$ cat src/rtl/relu_share_sched_pkg.sv
// rtl/relu_share_sched_pkg.sv - shared widths and the ReLU/saturation function for the scheduler
package relu_sched_pkg;

    localparam int MAX_DW = 32;
    localparam int MAX_W  = 2 * MAX_DW;

    function automatic int idx_width(input int n);
        return (n > 1) ? $clog2(n) : 1;
    endfunction

    // x is a zero-extended 2*dw-bit signed sum; result is right-aligned in dw bits
    function automatic logic [MAX_DW-1:0] relu_sat(input logic [MAX_W-1:0] x,
                                                   input int dw, input int wiw);
        logic [MAX_W-1:0] dmask;
        logic [MAX_W-1:0] imask;
        logic [MAX_W-1:0] res;
        dmask = (MAX_W'(1) << dw) - MAX_W'(1);
        imask = (MAX_W'(1) << (wiw + 1)) - MAX_W'(1);
        if (((x >> (2 * dw - 1)) & MAX_W'(1)) != '0) begin
            res = '0;
        end else if (((x >> (2 * dw - 1 - wiw)) & imask) != '0) begin
            res = dmask >> 1;
        end else begin
            res = (x >> (dw - wiw)) & dmask;
        end
        return res[MAX_DW-1:0];
    endfunction

endpackage

$ cat src/rtl/relu_share_sched_if.sv
// rtl/relu_share_sched_if.sv - request/grant and result bus between neurons, scheduler and collector
interface relu_share_sched_if #(
    parameter int NUM_NEURONS = 4,
    parameter int dataWidth   = 16
);
    import relu_sched_pkg::*;

    localparam int IDX_W = idx_width(NUM_NEURONS);

    logic                              layer_start;
    logic [NUM_NEURONS-1:0]            req;
    logic [NUM_NEURONS*2*dataWidth-1:0] sum;
    logic [NUM_NEURONS-1:0]            gnt;
    logic                              out_valid;
    logic [dataWidth-1:0]              out_data;
    logic [IDX_W-1:0]                  out_idx;
    logic                              out_ready;
    logic [NUM_NEURONS-1:0]            served;
    logic                              layer_done;

    modport master (
        output layer_start, req, sum, out_ready,
        input  gnt, out_valid, out_data, out_idx, served, layer_done
    );

    modport slave (
        input  layer_start, req, sum, out_ready,
        output gnt, out_valid, out_data, out_idx, served, layer_done
    );

endinterface

$ cat src/rtl/relu_share_sched_rr_arbiter.sv
// rtl/relu_share_sched_rr_arbiter.sv - round-robin one-hot arbiter with internal rotating pointer
module rr_arbiter
    import relu_sched_pkg::*;
#(
    parameter int NUM_NEURONS = 4
) (
    input  logic                   clk,
    input  logic                   rst,
    input  logic                   en,
    input  logic [NUM_NEURONS-1:0] elig,
    output logic [NUM_NEURONS-1:0] gnt
);

    localparam int IDX_W = idx_width(NUM_NEURONS);

    logic [IDX_W-1:0]       ptr_q;
    logic [IDX_W-1:0]       ptr_d;
    logic [NUM_NEURONS-1:0] rot;

    // Walk from the farthest candidate back to ptr so the nearest eligible one wins.
    always_comb begin
        gnt   = '0;
        ptr_d = ptr_q;
        rot   = '0;
        if (en && !rst) begin
            for (int k = NUM_NEURONS - 1; k >= 0; k--) begin
                rot = elig >> ((int'(ptr_q) + k) % NUM_NEURONS);
                if (rot[0]) begin
                    gnt   = NUM_NEURONS'(1) << ((int'(ptr_q) + k) % NUM_NEURONS);
                    ptr_d = IDX_W'((int'(ptr_q) + k + 1) % NUM_NEURONS);
                end
            end
        end
    end

    always_ff @(posedge clk) begin
        if (rst) begin
            ptr_q <= '0;
        end else begin
            ptr_q <= ptr_d;
        end
    end

endmodule

$ cat src/rtl/relu_share_sched.sv
// rtl/relu_share_sched.sv - shares one registered ReLU/saturation stage among a layer of neurons
module relu_share_sched
    import relu_sched_pkg::*;
#(
    parameter int NUM_NEURONS    = 4,
    parameter int dataWidth      = 16,
    parameter int weightIntWidth = 4
) (
    input  logic              clk,
    input  logic              rst,
    relu_share_sched_if.slave bus
);

    localparam int IDX_W = idx_width(NUM_NEURONS);
    localparam int SW    = 2 * dataWidth;

    logic                   s1_valid_q, s1_valid_d;
    logic [SW-1:0]          s1_sum_q, s1_sum_d;
    logic [IDX_W-1:0]       s1_idx_q, s1_idx_d;
    logic                   out_valid_q, out_valid_d;
    logic [dataWidth-1:0]   out_data_q, out_data_d;
    logic [IDX_W-1:0]       out_idx_q, out_idx_d;
    logic [NUM_NEURONS-1:0] served_q, served_d;
    logic                   layer_done_q, layer_done_d;

    logic                   s2_adv;
    logic                   accept;
    logic [NUM_NEURONS-1:0] elig;
    logic [NUM_NEURONS-1:0] gnt;
    logic [IDX_W-1:0]       gnt_idx;

    assign s2_adv = !out_valid_q || bus.out_ready;
    assign accept = !s1_valid_q || s2_adv;
    assign elig   = bus.req & ~served_q;

    rr_arbiter #(.NUM_NEURONS(NUM_NEURONS)) u_arb (
        .clk  (clk),
        .rst  (rst),
        .en   (accept),
        .elig (elig),
        .gnt  (gnt)
    );

    always_comb begin
        gnt_idx = '0;
        for (int i = 0; i < NUM_NEURONS; i++) begin
            if (gnt == (NUM_NEURONS'(1) << i)) gnt_idx = IDX_W'(i);
        end
    end

    always_comb begin
        s1_valid_d  = s1_valid_q;
        s1_sum_d    = s1_sum_q;
        s1_idx_d    = s1_idx_q;
        out_valid_d = out_valid_q;
        out_data_d  = out_data_q;
        out_idx_d   = out_idx_q;
        if (s2_adv) begin
            out_valid_d = s1_valid_q;
            s1_valid_d  = 1'b0;
            if (s1_valid_q) begin
                out_data_d = dataWidth'(relu_sat(MAX_W'(s1_sum_q), dataWidth, weightIntWidth));
                out_idx_d  = s1_idx_q;
            end
        end
        if (|gnt) begin
            s1_valid_d = 1'b1;
            s1_sum_d   = SW'(bus.sum >> (int'(gnt_idx) * SW));
            s1_idx_d   = gnt_idx;
        end
        // A grant in the layer_start cycle belongs to the new layer.
        served_d     = (bus.layer_start ? '0 : served_q) | gnt;
        layer_done_d = !bus.layer_start &&
                       (layer_done_q || (&served_d && !s1_valid_d && !out_valid_d));
    end

    always_ff @(posedge clk) begin
        if (rst) begin
            s1_valid_q   <= 1'b0;
            s1_sum_q     <= '0;
            s1_idx_q     <= '0;
            out_valid_q  <= 1'b0;
            out_data_q   <= '0;
            out_idx_q    <= '0;
            served_q     <= '0;
            layer_done_q <= 1'b0;
        end else begin
            s1_valid_q   <= s1_valid_d;
            s1_sum_q     <= s1_sum_d;
            s1_idx_q     <= s1_idx_d;
            out_valid_q  <= out_valid_d;
            out_data_q   <= out_data_d;
            out_idx_q    <= out_idx_d;
            served_q     <= served_d;
            layer_done_q <= layer_done_d;
        end
    end

    assign bus.gnt        = gnt;
    assign bus.out_valid  = out_valid_q;
    assign bus.out_data   = out_data_q;
    assign bus.out_idx    = out_idx_q;
    assign bus.served     = served_q;
    assign bus.layer_done = layer_done_q;

endmodule

$ cat src/flat_wrapper.sv
// flat-port wrapper written by rule: the top's interface ports become plain ports
module relu_share_sched_flat import relu_sched_pkg::*;
#(
    parameter int NUM_NEURONS    = 4,
    parameter int dataWidth      = 16,
    parameter int weightIntWidth = 4
)
  (clk, rst, bus_layer_start, bus_req, bus_sum, bus_out_ready, bus_gnt, bus_out_valid, bus_out_data, bus_out_idx, bus_served, bus_layer_done);
  relu_share_sched_if #(.NUM_NEURONS(NUM_NEURONS), .dataWidth(dataWidth)) bus_i ();
  input  logic clk;
  input  logic rst;
  input wire logic [$bits(bus_i.layer_start)-1:0] bus_layer_start;
  input wire logic [$bits(bus_i.req)-1:0] bus_req;
  input wire logic [$bits(bus_i.sum)-1:0] bus_sum;
  input wire logic [$bits(bus_i.out_ready)-1:0] bus_out_ready;
  output wire logic [$bits(bus_i.gnt)-1:0] bus_gnt;
  output wire logic [$bits(bus_i.out_valid)-1:0] bus_out_valid;
  output wire logic [$bits(bus_i.out_data)-1:0] bus_out_data;
  output wire logic [$bits(bus_i.out_idx)-1:0] bus_out_idx;
  output wire logic [$bits(bus_i.served)-1:0] bus_served;
  output wire logic [$bits(bus_i.layer_done)-1:0] bus_layer_done;
  assign bus_i.layer_start = bus_layer_start;
  assign bus_i.req = bus_req;
  assign bus_i.sum = bus_sum;
  assign bus_i.out_ready = bus_out_ready;
  assign bus_gnt = bus_i.gnt;
  assign bus_out_valid = bus_i.out_valid;
  assign bus_out_data = bus_i.out_data;
  assign bus_out_idx = bus_i.out_idx;
  assign bus_served = bus_i.served;
  assign bus_layer_done = bus_i.layer_done;
  relu_share_sched #(.NUM_NEURONS(NUM_NEURONS), .dataWidth(dataWidth), .weightIntWidth(weightIntWidth)) u_core (.clk(clk), .rst(rst), .bus(bus_i));
endmodule
$ cat config.mk
export PLATFORM = sky130hd
export DESIGN_NAME = relu_share_sched_flat
export DESIGN_NICKNAME = d
export VERILOG_FILES = /design/src/rtl/relu_share_sched_pkg.sv /design/src/rtl/relu_share_sched_if.sv /design/src/rtl/relu_share_sched_rr_arbiter.sv /design/src/rtl/relu_share_sched.sv /design/src/flat_wrapper.sv
export SDC_FILE = /design/constraint.sdc
export NUM_CORES = 1
export LEC_CHECK = 0
export BUFFER_PORTS_ARGS = -buffer_cell sky130_fd_sc_hd__buf_2
export CAP_MARGIN = 20
export CORE_UTILIZATION = 25
export DETAILED_ROUTE_END_ITERATION = 12
export SKIP_LAST_GASP = 1
export SYNTH_ARGS = -nofsm -noshare
export SYNTH_HDL_FRONTEND = slang
export SYNTH_SLANG_ARGS = --single-unit
$ cat constraint.sdc
create_clock -name clk -period 7.3 [get_ports clk]
set_input_delay 1.46 -clock clk [delete_from_list [all_inputs] [get_ports clk]]
set_output_delay 1.46 -clock clk [all_outputs]
set_load 0.01 [all_outputs]
==> flow_summary_export.csv <==
group,metric,value,unit
outcome,outcome,"complete, no violations",
synth,syn_inst,343,
synth,synth_cell_type_count,51,
finish,area_delta_synth_final,30.1,%
hold_path,hold_path.class,"flop to flop",
synth,synth_commonest_cells,"dfxtp_1, nor2_1, a21oi_1, o21ai_1",
cts,cts_sinks,49,
global_route,grt_pass1_wl,15000,um
cts,cts_resized,0,
timing,hold_viol,0,
worst_setup_path,arrival,3610,ps
power,pwr-share-seq,24.6,%
worst_setup_path,worstPathRequired,5840,ps
cts,clk_pin_slew_worst_paths,60,ps
power,vdd_drop_max,0.271,mV
cts,clk_path_buf_depth,2,
detailed_routing,first_iter_violations,165,
global_route,grt_pass1_vias,2978,
synth,ys_ff_latch,49,
placement,gp_congestion,0.823,
placement,dp_hpwl,6740,um
power,clkPwrFrac,16.4,%
timing,max_slew_margin,31.8,%
timing,tightestPinTransition,1020,ps
cts,cts-htree-levels,2,
synth,syn-num-nets,486,
die,dieArea,0.0122,mm^2
die,ios,164,
synth,synthFlopType,"dfxtp_1",
power,p_leak,1.72,nW
placement,numPortBuffers,115,
global_route,grt_max_degree,34,
power,p_sw,828,uW
die,rows,39,
cts,cts_buffers,5,
power,swShare,45.8,%
synth,yosysTopAreaCell,"dfxtp_1",
timing,finClkSkew,3.69,ps
finish,nets,590,
synth,syn_area,0.00294,mm^2
worst_setup_path,path_class,"input port to output port",
timing,fin_crit_sh,69.4,%
power,combPwrFrac,59.0,%
finish,diodes,0,
die,die_w,110,um
die,core-area,0.0115,mm^2
power,p_per_area,472,mW/mm^2
synth,yosysWarningCount,0,
finish,fillCellCount,1186,
finish,fin_area,0.00383,mm^2
timing,timing.hold.ws,460,ps
worst_setup_path,cp-end-kind,"output port",
detailed_routing,viasPerCell,5.07,
detailed_routing,wl,9300,um
cts,root_buffer,"clkbuf_16",
detailed_routing,vias,2997,
power,p_int,981,uW
timing,slew_viol_final,0,
synth,syn_area_per_cell,8.58,um^2
cts,post_cts_buffers,0,
worst_setup_path,cp_max_fo,7,
timing,fin_crit,5070,ps
detailed_routing,wl_per_cell,15.7,um
cts,cts_tree,"done",
die,die_h,110,um
timing,fin_setup_tns,0,ps
synth,synth-edff-count,0,
synth,yosys-top-cells-area,"dfxtp_1, a21oi_1, mux2_1, a221o_1, nor2_1",
synth,synth.most_common_cell,"dfxtp_1",
worst_setup_path,setup.worst_path.start_class,"input port",
timing,setup_viol,0,
global_route,antenna_found_initial,0,
synth,ys_seq_area_share,33.3,%
timing,max_freq,0.197,GHz
synth,synthArstFlopShare,0,%
global_route,grt_usage,15.2,%
placement,place_area,0.00362,mm^2
power,power.total,1.81,mW
detailed_routing,drc,0,
global_route,grt.overflow.total,0,
cts,clock_latency,280,ps
cts,postCtsHoldBufs,0,
run,drv_cap,0,
die,start_util,25.7,%
detailed_routing,dr.pass1.iters,4,
synth,synth_top_area_share,33.3,%
finish,layout-drive-gt1-share,33.9,%
detailed_routing,ant_nets,0,
timing,grt_setup_unrepaired,"no",
power groups by stage:
stage	clock network, mW	registers [mW]	logic, mW
floorplan	0	0.434	0.781
CTS	0.303	0.445	1.06
global placement	0	0.447	1.03
global route	0.312	0.457	1.17
detailed placement	0	0.451	1.05
finish	0.297	0.446	1.07
worst paths after layout:
path                                            start                   to  slack (ps)  depth (start not counted)
worst max-delay path                       bus_req[3]           bus_gnt[1]        2230                          7
worst min-delay path               u_core.s1_idx_q[0]   u_core.s1_idx_q[0]         460                          2
worst max register to register  u_core.u_arb.ptr_q[0]  u_core.s1_sum_q[29]        2920                          9
worst min register to register     u_core.s1_idx_q[0]   u_core.s1_idx_q[0]         460                          2
critical path: stages:
cell and delay, ps:
buf_2 110, nor2b_1 160, o41ai_1 740, nor3b_4 140, a221oi_2 640, inv_1 170
buf_2 180
logic make-up (layout without fill, tap and decap cells):
| group | count (synthesis) | in the layout | synth area share (%) |
|---|---|---|---|
| DFF | 49 | 49 | 33.3 |
| buffers and inverters | 32 | 137 | 4.89 |
| xor gates and xnor gates | 3 | 3 | 1.40 |
| muxes | 32 | 32 | 13.1 |
| AOI/OAI and AO/OA | 102 | 102 | 23.9 |
| adders and majority gates | 7 | 7 | 2.98 |
| and+or+nand+nor | 118 | 118 | 20.4 |
layout make-up:
cell class / count / area [um^2] / share of cell area (%)
clock inverters: 3 / 65.1 / 1.70
multi-input cells: 262 / 1820 / 47.6
flip-flops and latches: 49 / 981 / 25.6
clock buffers: 5 / 125 / 3.27
repair buffers: 120 / 621 / 16.2
well taps: 143 / 179 / 4.67
inverters: 9 / 36.3 / 0.948
through the flow:
step	util, %	std cells	setup WS (ps)
after floorplan	-	343	2850
after global placement	31.6	582	2200
after detailed placement	31.6	582	2170
after CTS	33.3	590	2250
after global routing	33.4	591	2110
final	33.4	591	2230
placed cells by master, fill, tap and decap left out, drive strengths merged, types with 7 or more instances in the layout:
| cell | instances |
|---|---|
| o21ai | 24 |
| a221o | 19 |
| mux2 | 23 |
| buf | 120 |
| ha | 7 |
| nand3 | 19 |
| inv | 9 |
| dfxtp | 49 |
| nor3 | 19 |
| nor2 | 46 |
| nand2 | 9 |
| nand2b | 7 |
| a21oi | 44 |
layer usage:
layer  global-route usage (%)  share of wire [%]  vias up
met1                     19.2                 45     1406
li1                         -                  -     1478
met3                     2.80                5.3       12
met5                        0                  0        -
met4                     4.80                1.6        0
met2                     25.9                 48      101
state kept, by name (all words and copies together), names as in the netlist:
register,cells
u_core.bus.served,4
u_core.u_arb.ptr_q,2
u_core.bus.out_idx,2
u_core.s1_valid_q,1
u_core.bus.layer_done,1
u_core.s1_sum_q,20
u_core.s1_idx_q,2
u_core.bus.out_data,16
u_core.bus.out_valid,1
Note: power is estimated with default switching activity, not from simulation.
